$ cat src/rtl/spi_xfer_ctrl.sv
// SPI transfer controller: TX/RX byte FIFOs around a chip-select framing FSM driving a byte engine.
// Optional RX path is enabled by defining SPI_XFER_RX_FIFO_EN; without it received bytes are dropped.
module spi_xfer_ctrl #(
  parameter int unsigned FIFO_DEPTH = 8,
  parameter int unsigned SETUP_CYC  = 2,
  parameter int unsigned HOLD_CYC   = 2
) (
  input  logic       clk,
  input  logic       rst_n,
  // TX push stream
  input  logic       tx_valid,
  output logic       tx_ready,
  input  logic [7:0] tx_data,
  input  logic       tx_last,
  // RX pop stream
  output logic       rx_valid,
  input  logic       rx_ready,
  output logic [7:0] rx_data,
  // Byte engine
  output logic       byte_start,
  output logic [7:0] byte_data,
  input  logic       byte_busy,
  input  logic       byte_done,
  input  logic [7:0] byte_rx,
  // Framing / status
  output logic       cs_n,
  output logic       frame_done,
  output logic       rx_overflow
);

  localparam int unsigned AW = $clog2(FIFO_DEPTH);
  localparam int unsigned CW = 16;
  localparam logic [CW-1:0] SetupLast = (SETUP_CYC > 0) ? CW'(SETUP_CYC - 1) : '0;
  localparam logic [CW-1:0] HoldLast  = (HOLD_CYC > 0) ? CW'(HOLD_CYC - 1) : '0;

  typedef enum logic [2:0] {
    StIdle,
    StSetup,
    StLaunch,
    StWait,
    StStall,
    StHold
  } state_e;

  state_e        state_q, state_d;
  logic [CW-1:0] cnt_q, cnt_d;
  logic          last_q, last_d;
  logic          frame_done_q, frame_done_d;
  logic          rx_push_req;

  // ---------------------------------------------------------------------------
  // TX FIFO: entries are {last, data}; the extra pointer bit separates full from empty
  // ---------------------------------------------------------------------------
  logic [8:0]  tx_mem_q [FIFO_DEPTH];
  logic [AW:0] tx_wptr_q, tx_wptr_d;
  logic [AW:0] tx_rptr_q, tx_rptr_d;
  logic        tx_empty, tx_full, tx_push, tx_pop;
  logic [8:0]  tx_head;

  assign tx_empty = (tx_wptr_q == tx_rptr_q);
  assign tx_full  = (tx_wptr_q[AW] != tx_rptr_q[AW]) &&
                    (tx_wptr_q[AW-1:0] == tx_rptr_q[AW-1:0]);
  assign tx_ready = ~tx_full;
  assign tx_push  = tx_valid & tx_ready;
  assign tx_pop   = byte_start;
  assign tx_head  = tx_mem_q[tx_rptr_q[AW-1:0]];

  always_comb begin
    tx_wptr_d = tx_wptr_q;
    tx_rptr_d = tx_rptr_q;
    if (tx_push) tx_wptr_d = tx_wptr_q + 1'b1;
    if (tx_pop)  tx_rptr_d = tx_rptr_q + 1'b1;
  end

  always_ff @(posedge clk) begin
    if (tx_push) tx_mem_q[tx_wptr_q[AW-1:0]] <= {tx_last, tx_data};
  end

  // ---------------------------------------------------------------------------
  // Framing FSM
  // ---------------------------------------------------------------------------
  always_comb begin
    state_d      = state_q;
    cnt_d        = cnt_q;
    last_d       = last_q;
    frame_done_d = 1'b0;
    byte_start   = 1'b0;
    rx_push_req  = 1'b0;
    unique case (state_q)
      StIdle: begin
        if (!tx_empty) begin
          state_d = StSetup;
          cnt_d   = '0;
        end
      end
      StSetup: begin
        if (cnt_q >= SetupLast) state_d = StLaunch;
        else                    cnt_d   = cnt_q + 1'b1;
      end
      StLaunch: begin
        // tx_empty guard is defensive: only this FSM pops, so LAUNCH implies data
        if (!byte_busy && !tx_empty) begin
          byte_start = 1'b1;
          last_d     = tx_head[8];
          state_d    = StWait;
        end
      end
      StWait: begin
        if (byte_done) begin
          rx_push_req = 1'b1;
          if (last_q) begin
            state_d = StHold;
            cnt_d   = '0;
          end else if (!tx_empty) begin
            state_d = StLaunch;
          end else begin
            state_d = StStall;
          end
        end
      end
      StStall: begin
        if (!tx_empty) state_d = StLaunch;
      end
      StHold: begin
        if (cnt_q >= HoldLast) begin
          state_d      = StIdle;
          frame_done_d = 1'b1;
        end else begin
          cnt_d = cnt_q + 1'b1;
        end
      end
      default: state_d = StIdle;
    endcase
  end

  always_ff @(posedge clk or negedge rst_n) begin
    if (!rst_n) begin
      state_q      <= StIdle;
      cnt_q        <= '0;
      last_q       <= 1'b0;
      frame_done_q <= 1'b0;
      tx_wptr_q    <= '0;
      tx_rptr_q    <= '0;
    end else begin
      state_q      <= state_d;
      cnt_q        <= cnt_d;
      last_q       <= last_d;
      frame_done_q <= frame_done_d;
      tx_wptr_q    <= tx_wptr_d;
      tx_rptr_q    <= tx_rptr_d;
    end
  end

  // cs_n decoded from state so reset raises it without waiting for a clock
  assign cs_n       = (state_q == StIdle);
  assign frame_done = frame_done_q;
  assign byte_data  = byte_start ? tx_head[7:0] : 8'h00;

  // ---------------------------------------------------------------------------
  // RX FIFO
  // ---------------------------------------------------------------------------
`ifdef SPI_XFER_RX_FIFO_EN
  logic [7:0]  rx_mem_q [FIFO_DEPTH];
  logic [AW:0] rx_wptr_q, rx_wptr_d;
  logic [AW:0] rx_rptr_q, rx_rptr_d;
  logic        rx_empty, rx_full, rx_push, rx_pop;
  logic        rx_ovf_q, rx_ovf_d;

  assign rx_empty = (rx_wptr_q == rx_rptr_q);
  assign rx_full  = (rx_wptr_q[AW] != rx_rptr_q[AW]) &&
                    (rx_wptr_q[AW-1:0] == rx_rptr_q[AW-1:0]);
  assign rx_valid = ~rx_empty;
  assign rx_pop   = rx_valid & rx_ready;
  // A pop in the same cycle frees the slot, so a full FIFO still accepts
  assign rx_push  = rx_push_req & (~rx_full | rx_pop);
  assign rx_data  = rx_empty ? 8'h00 : rx_mem_q[rx_rptr_q[AW-1:0]];

  always_comb begin
    rx_wptr_d = rx_wptr_q;
    rx_rptr_d = rx_rptr_q;
    rx_ovf_d  = rx_ovf_q | (rx_push_req & rx_full & ~rx_pop);
    if (rx_push) rx_wptr_d = rx_wptr_q + 1'b1;
    if (rx_pop)  rx_rptr_d = rx_rptr_q + 1'b1;
  end

  always_ff @(posedge clk) begin
    if (rx_push) rx_mem_q[rx_wptr_q[AW-1:0]] <= byte_rx;
  end

  always_ff @(posedge clk or negedge rst_n) begin
    if (!rst_n) begin
      rx_wptr_q <= '0;
      rx_rptr_q <= '0;
      rx_ovf_q  <= 1'b0;
    end else begin
      rx_wptr_q <= rx_wptr_d;
      rx_rptr_q <= rx_rptr_d;
      rx_ovf_q  <= rx_ovf_d;
    end
  end

  assign rx_overflow = rx_ovf_q;
`else
  logic unused_rx;
  assign unused_rx   = ^{byte_rx, rx_ready, rx_push_req};
  assign rx_valid    = 1'b0;
  assign rx_data     = 8'h00;
  assign rx_overflow = 1'b0;
`endif

endmodule

$ cat config.mk
export PLATFORM = sky130hd
export DESIGN_NAME = spi_xfer_ctrl
export DESIGN_NICKNAME = d
export VERILOG_FILES = /design/src/rtl/spi_xfer_ctrl.sv
export SDC_FILE = /design/constraint.sdc
export NUM_CORES = 1
export LEC_CHECK = 0
export BUFFER_PORTS_ARGS = -buffer_cell sky130_fd_sc_hd__buf_2
export CAP_MARGIN = 20
export CORE_MARGIN = 4
export CORE_UTILIZATION = 58
export CTS_CLUSTER_DIAMETER = 30
export CTS_CLUSTER_SIZE = 40
export DETAILED_ROUTE_END_ITERATION = 8
export PLACE_DENSITY_LB_ADDON = 0.12
export SYNTH_ARGS = -nofsm -noshare
export SYNTH_HDL_FRONTEND = slang
export SYNTH_SLANG_ARGS = --single-unit
$ cat constraint.sdc
create_clock -name clk -period 2.95 [get_ports clk]
set_input_delay 0.1475 -clock clk [delete_from_list [all_inputs] [get_ports clk]]
set_output_delay 0.1475 -clock clk [all_outputs]
set_load 0.02 [all_outputs]
==> impl_metrics.toml <==
[timing]
finalHoldViolCount = 0
period_minus_slack_ps = 2620
tightestPinTransition_ps = 934
layout_setup_ws_ps = 328
fin_crit_sh_pct = 88.9
fin_worst_skew_ps = 13.3
rsz0062_at_grt = "false"
maxSlewViolCount = 0
tns_ps = 0
fmax_mhz = 381
slew_headroom_pct = 37.5
finalSetupViolations = 0

[critical_path]
cp_max_fo = 13
critical_path_required_ps = 2800
cp.arrival_ps = 2470
cp-start-kind = "register"
cp-end-kind = "output pin"
path_class = "reg -> out"

[synth]
syn_avg_cell_area_um2 = 16.2
ys_seq_elements = 101
synth-adder-area-share_pct = 1.48
ys_top_cells_by_area = "edfxtp_1, dfrtp_1, mux4_2"
synth-xor-area-share_pct = 2.07
synth_cell_type_count = 43
yosys-mux-area-fraction_pct = 12.6
post-synth-top-count-cell = "edfxtp_1"
netlist_instances = 261
synth_common_cells = "edfxtp_1, dfrtp_1, mux4_2, nor2_1, nand2_1"
yosys.area.top_type = "edfxtp_1"
yosysSeqAreaShare_pct = 68.3
synth_top_area_share_pct = 51.1
async_flop_share_pct = 28.7
ys.flop_type = "edfxtp_1"
synth_top_family_by_area = "multiplexers"
synth_compound_area_share_pct = 1.92
yosysWarnings = 0
netlist_area_mm2 = 0.00423
synth_edf_count = 72
synth-simple-area-share_pct = 9.58

[floorplanning]
initial_core_util_pct = 60.9
die_w_um = 93.4
ios = 45
rows = 30
core_mm2 = 0.00694
die_h_um = 93.4
die_area_mm2 = 0.00872

[cts]
cts_max_path_buffers = 2
cts_root_buffer = "clkbuf_8"
cts.sinks = 101
clk_latency_ps = 360
h-tree-depth = 3
cts_tree = "done"
cts_buffers = 9
clk_pin_slew_ps = 100

[routing]
wire_per_inst_um = 17.4
vias = 2138
first_pass_iters = 6
wirelength_um = 6870
drcViolationCount = 0
postRouteAntennaNets = 0
drtIter0Drc = 90
vias_per_cell = 5.41

[global_routing]
grt_pass1_wl_um = 11300
overflow = 0
antenna_found_initial = 0
grt_pass1_vias = 2190
grt_max_degree = 30
grt_use_total_pct = 17.4

[layout]
antenna_cells = 0
layout.cells.non_filler = 395
area_growth_pct = 10.4
nets = 322
utilization_pct = 67.3
drive_above_1_share_pct = 25.1

[run]
cap_violations = 0

[power_and_ir_drop]
power.leakage_nw = 1.80
power_density_mw_per_mm2 = 927
peakVddDrop_mv = 0.523

[place]
port_buffers = 25
hpwl_um = 4360
placed_cells = 378
dp_slack_ps = 518
place.gp.congestion = 0.758

[run_status]
status = "complete, no violations"

[min_path]
hold_path.class = "in -> reg"
[final cells by class]
type / count / area, µm²
Clock inverter: 6 / 96.3
Multi-Input combinational cell: 140 / 1210
Timing Repair Buffer: 36 / 210
Tap cell: 96 / 120
Fill cell: 485 / 2270
Inverter: 6 / 22.5
Sequential cell: 101 / 2890
Clock buffer: 10 / 128
[per-layer routing]
layer  wire, µm  track usage (%)
met1       3420             26.7
met4        104             6.59
met3        206             2.74
met5          0                0
met2       3140             25.1
[flip-flops by register name (all words and copies together), names as in the netlist]
| register | cells |
|---|---|
| last_q | 1 |
| tx_rptr_q | 4 |
| cnt_q | 16 |
| state_q | 3 |
| tx_wptr_q | 4 |
| tx_mem_q | 72 |
| frame_done | 1 |
[through the flow]
| step | total power [W] | hold slack, ps | area, µm² |
|---|---|---|---|
| floorplan | 0.00309 | -148 | 4260 |
| global placement | 0.00339 | 204 | 4440 |
| detailed placement | 0.00343 | 204 | 4440 |
| CTS | 0.00437 | 42.6 | 4670 |
| global route | 0.00459 | 51.2 | 4670 |
| finish | 0.00433 | 47.8 | 4670 |
[report_power, final]
part	leakage, nW	switching [W]	internal (W)
Clock	0.109	0.000470	0.000487
Combinational	0.658	0.000757	0.000657
Sequential	1.04	0.000184	0.00178
[final timing paths]
check                        startpoint             end  slack [ps]  cells past startpoint
max in group asynchronous         rst_n        cnt_q[9]        2200                      2
max reg2reg                tx_wptr_q[1]  tx_mem_q[6][2]         570                      5
max                        tx_wptr_q[1]    byte_data[6]         330                      6
min in group asynchronous         rst_n        cnt_q[1]         340                      2
min reg2reg                    cnt_q[6]        cnt_q[6]         490                      1
min                          tx_data[0]  tx_mem_q[1][0]          50                      1
[critical path, stage by stage (launching register included)]
cell and delay (ps):
dfrtp_1 550, xor2_1 260, nor4b_2 90, buf_4 170
or3_1 610, nor2_1 260, buf_2 200
[layout by cell type (no fill, tap or decap), types with 2 or more instances in the layout]
cell	instances
nor2_1	18
nor4_1	4
bufinv_16	2
mux4_2	18
dfrtp_1	29
edfxtp_1	72
nor3_1	2
nor3b_1	4
nand4_1	2
xnor2_1	6
clkbuf_8	9
inv_1	5
buf_4	10
nand2b_1	2
buf_2	25
a21oi_1	3
clkinv_4	2
mux2i_1	10
nand2_1	15
o21ai_0	2
and2_1	14
nand3b_1	2
xor2_1	4
ha_1	5
or3_1	2
conb_1	10
[kinds of logic after synthesis]
kind of cell               after synthesis
DFF                                    101
and+or+nand+nor                         73
muxes                                   30
buffers and inverters                   29
AOI/OAI and AO/OA                       12
xor gates and xnor gates                10
adders and majority gates                5
other                                    1
[what timing repair did]
action | 4_1_cts | 5_1_grt
gates resized for setup | 0 | 0
hold buffers | 1 | 0
setup buffers | 0 | 0
hold endpoints to repair | 29 | 0
No activity file was read; power rests on OpenSTA's default activity.
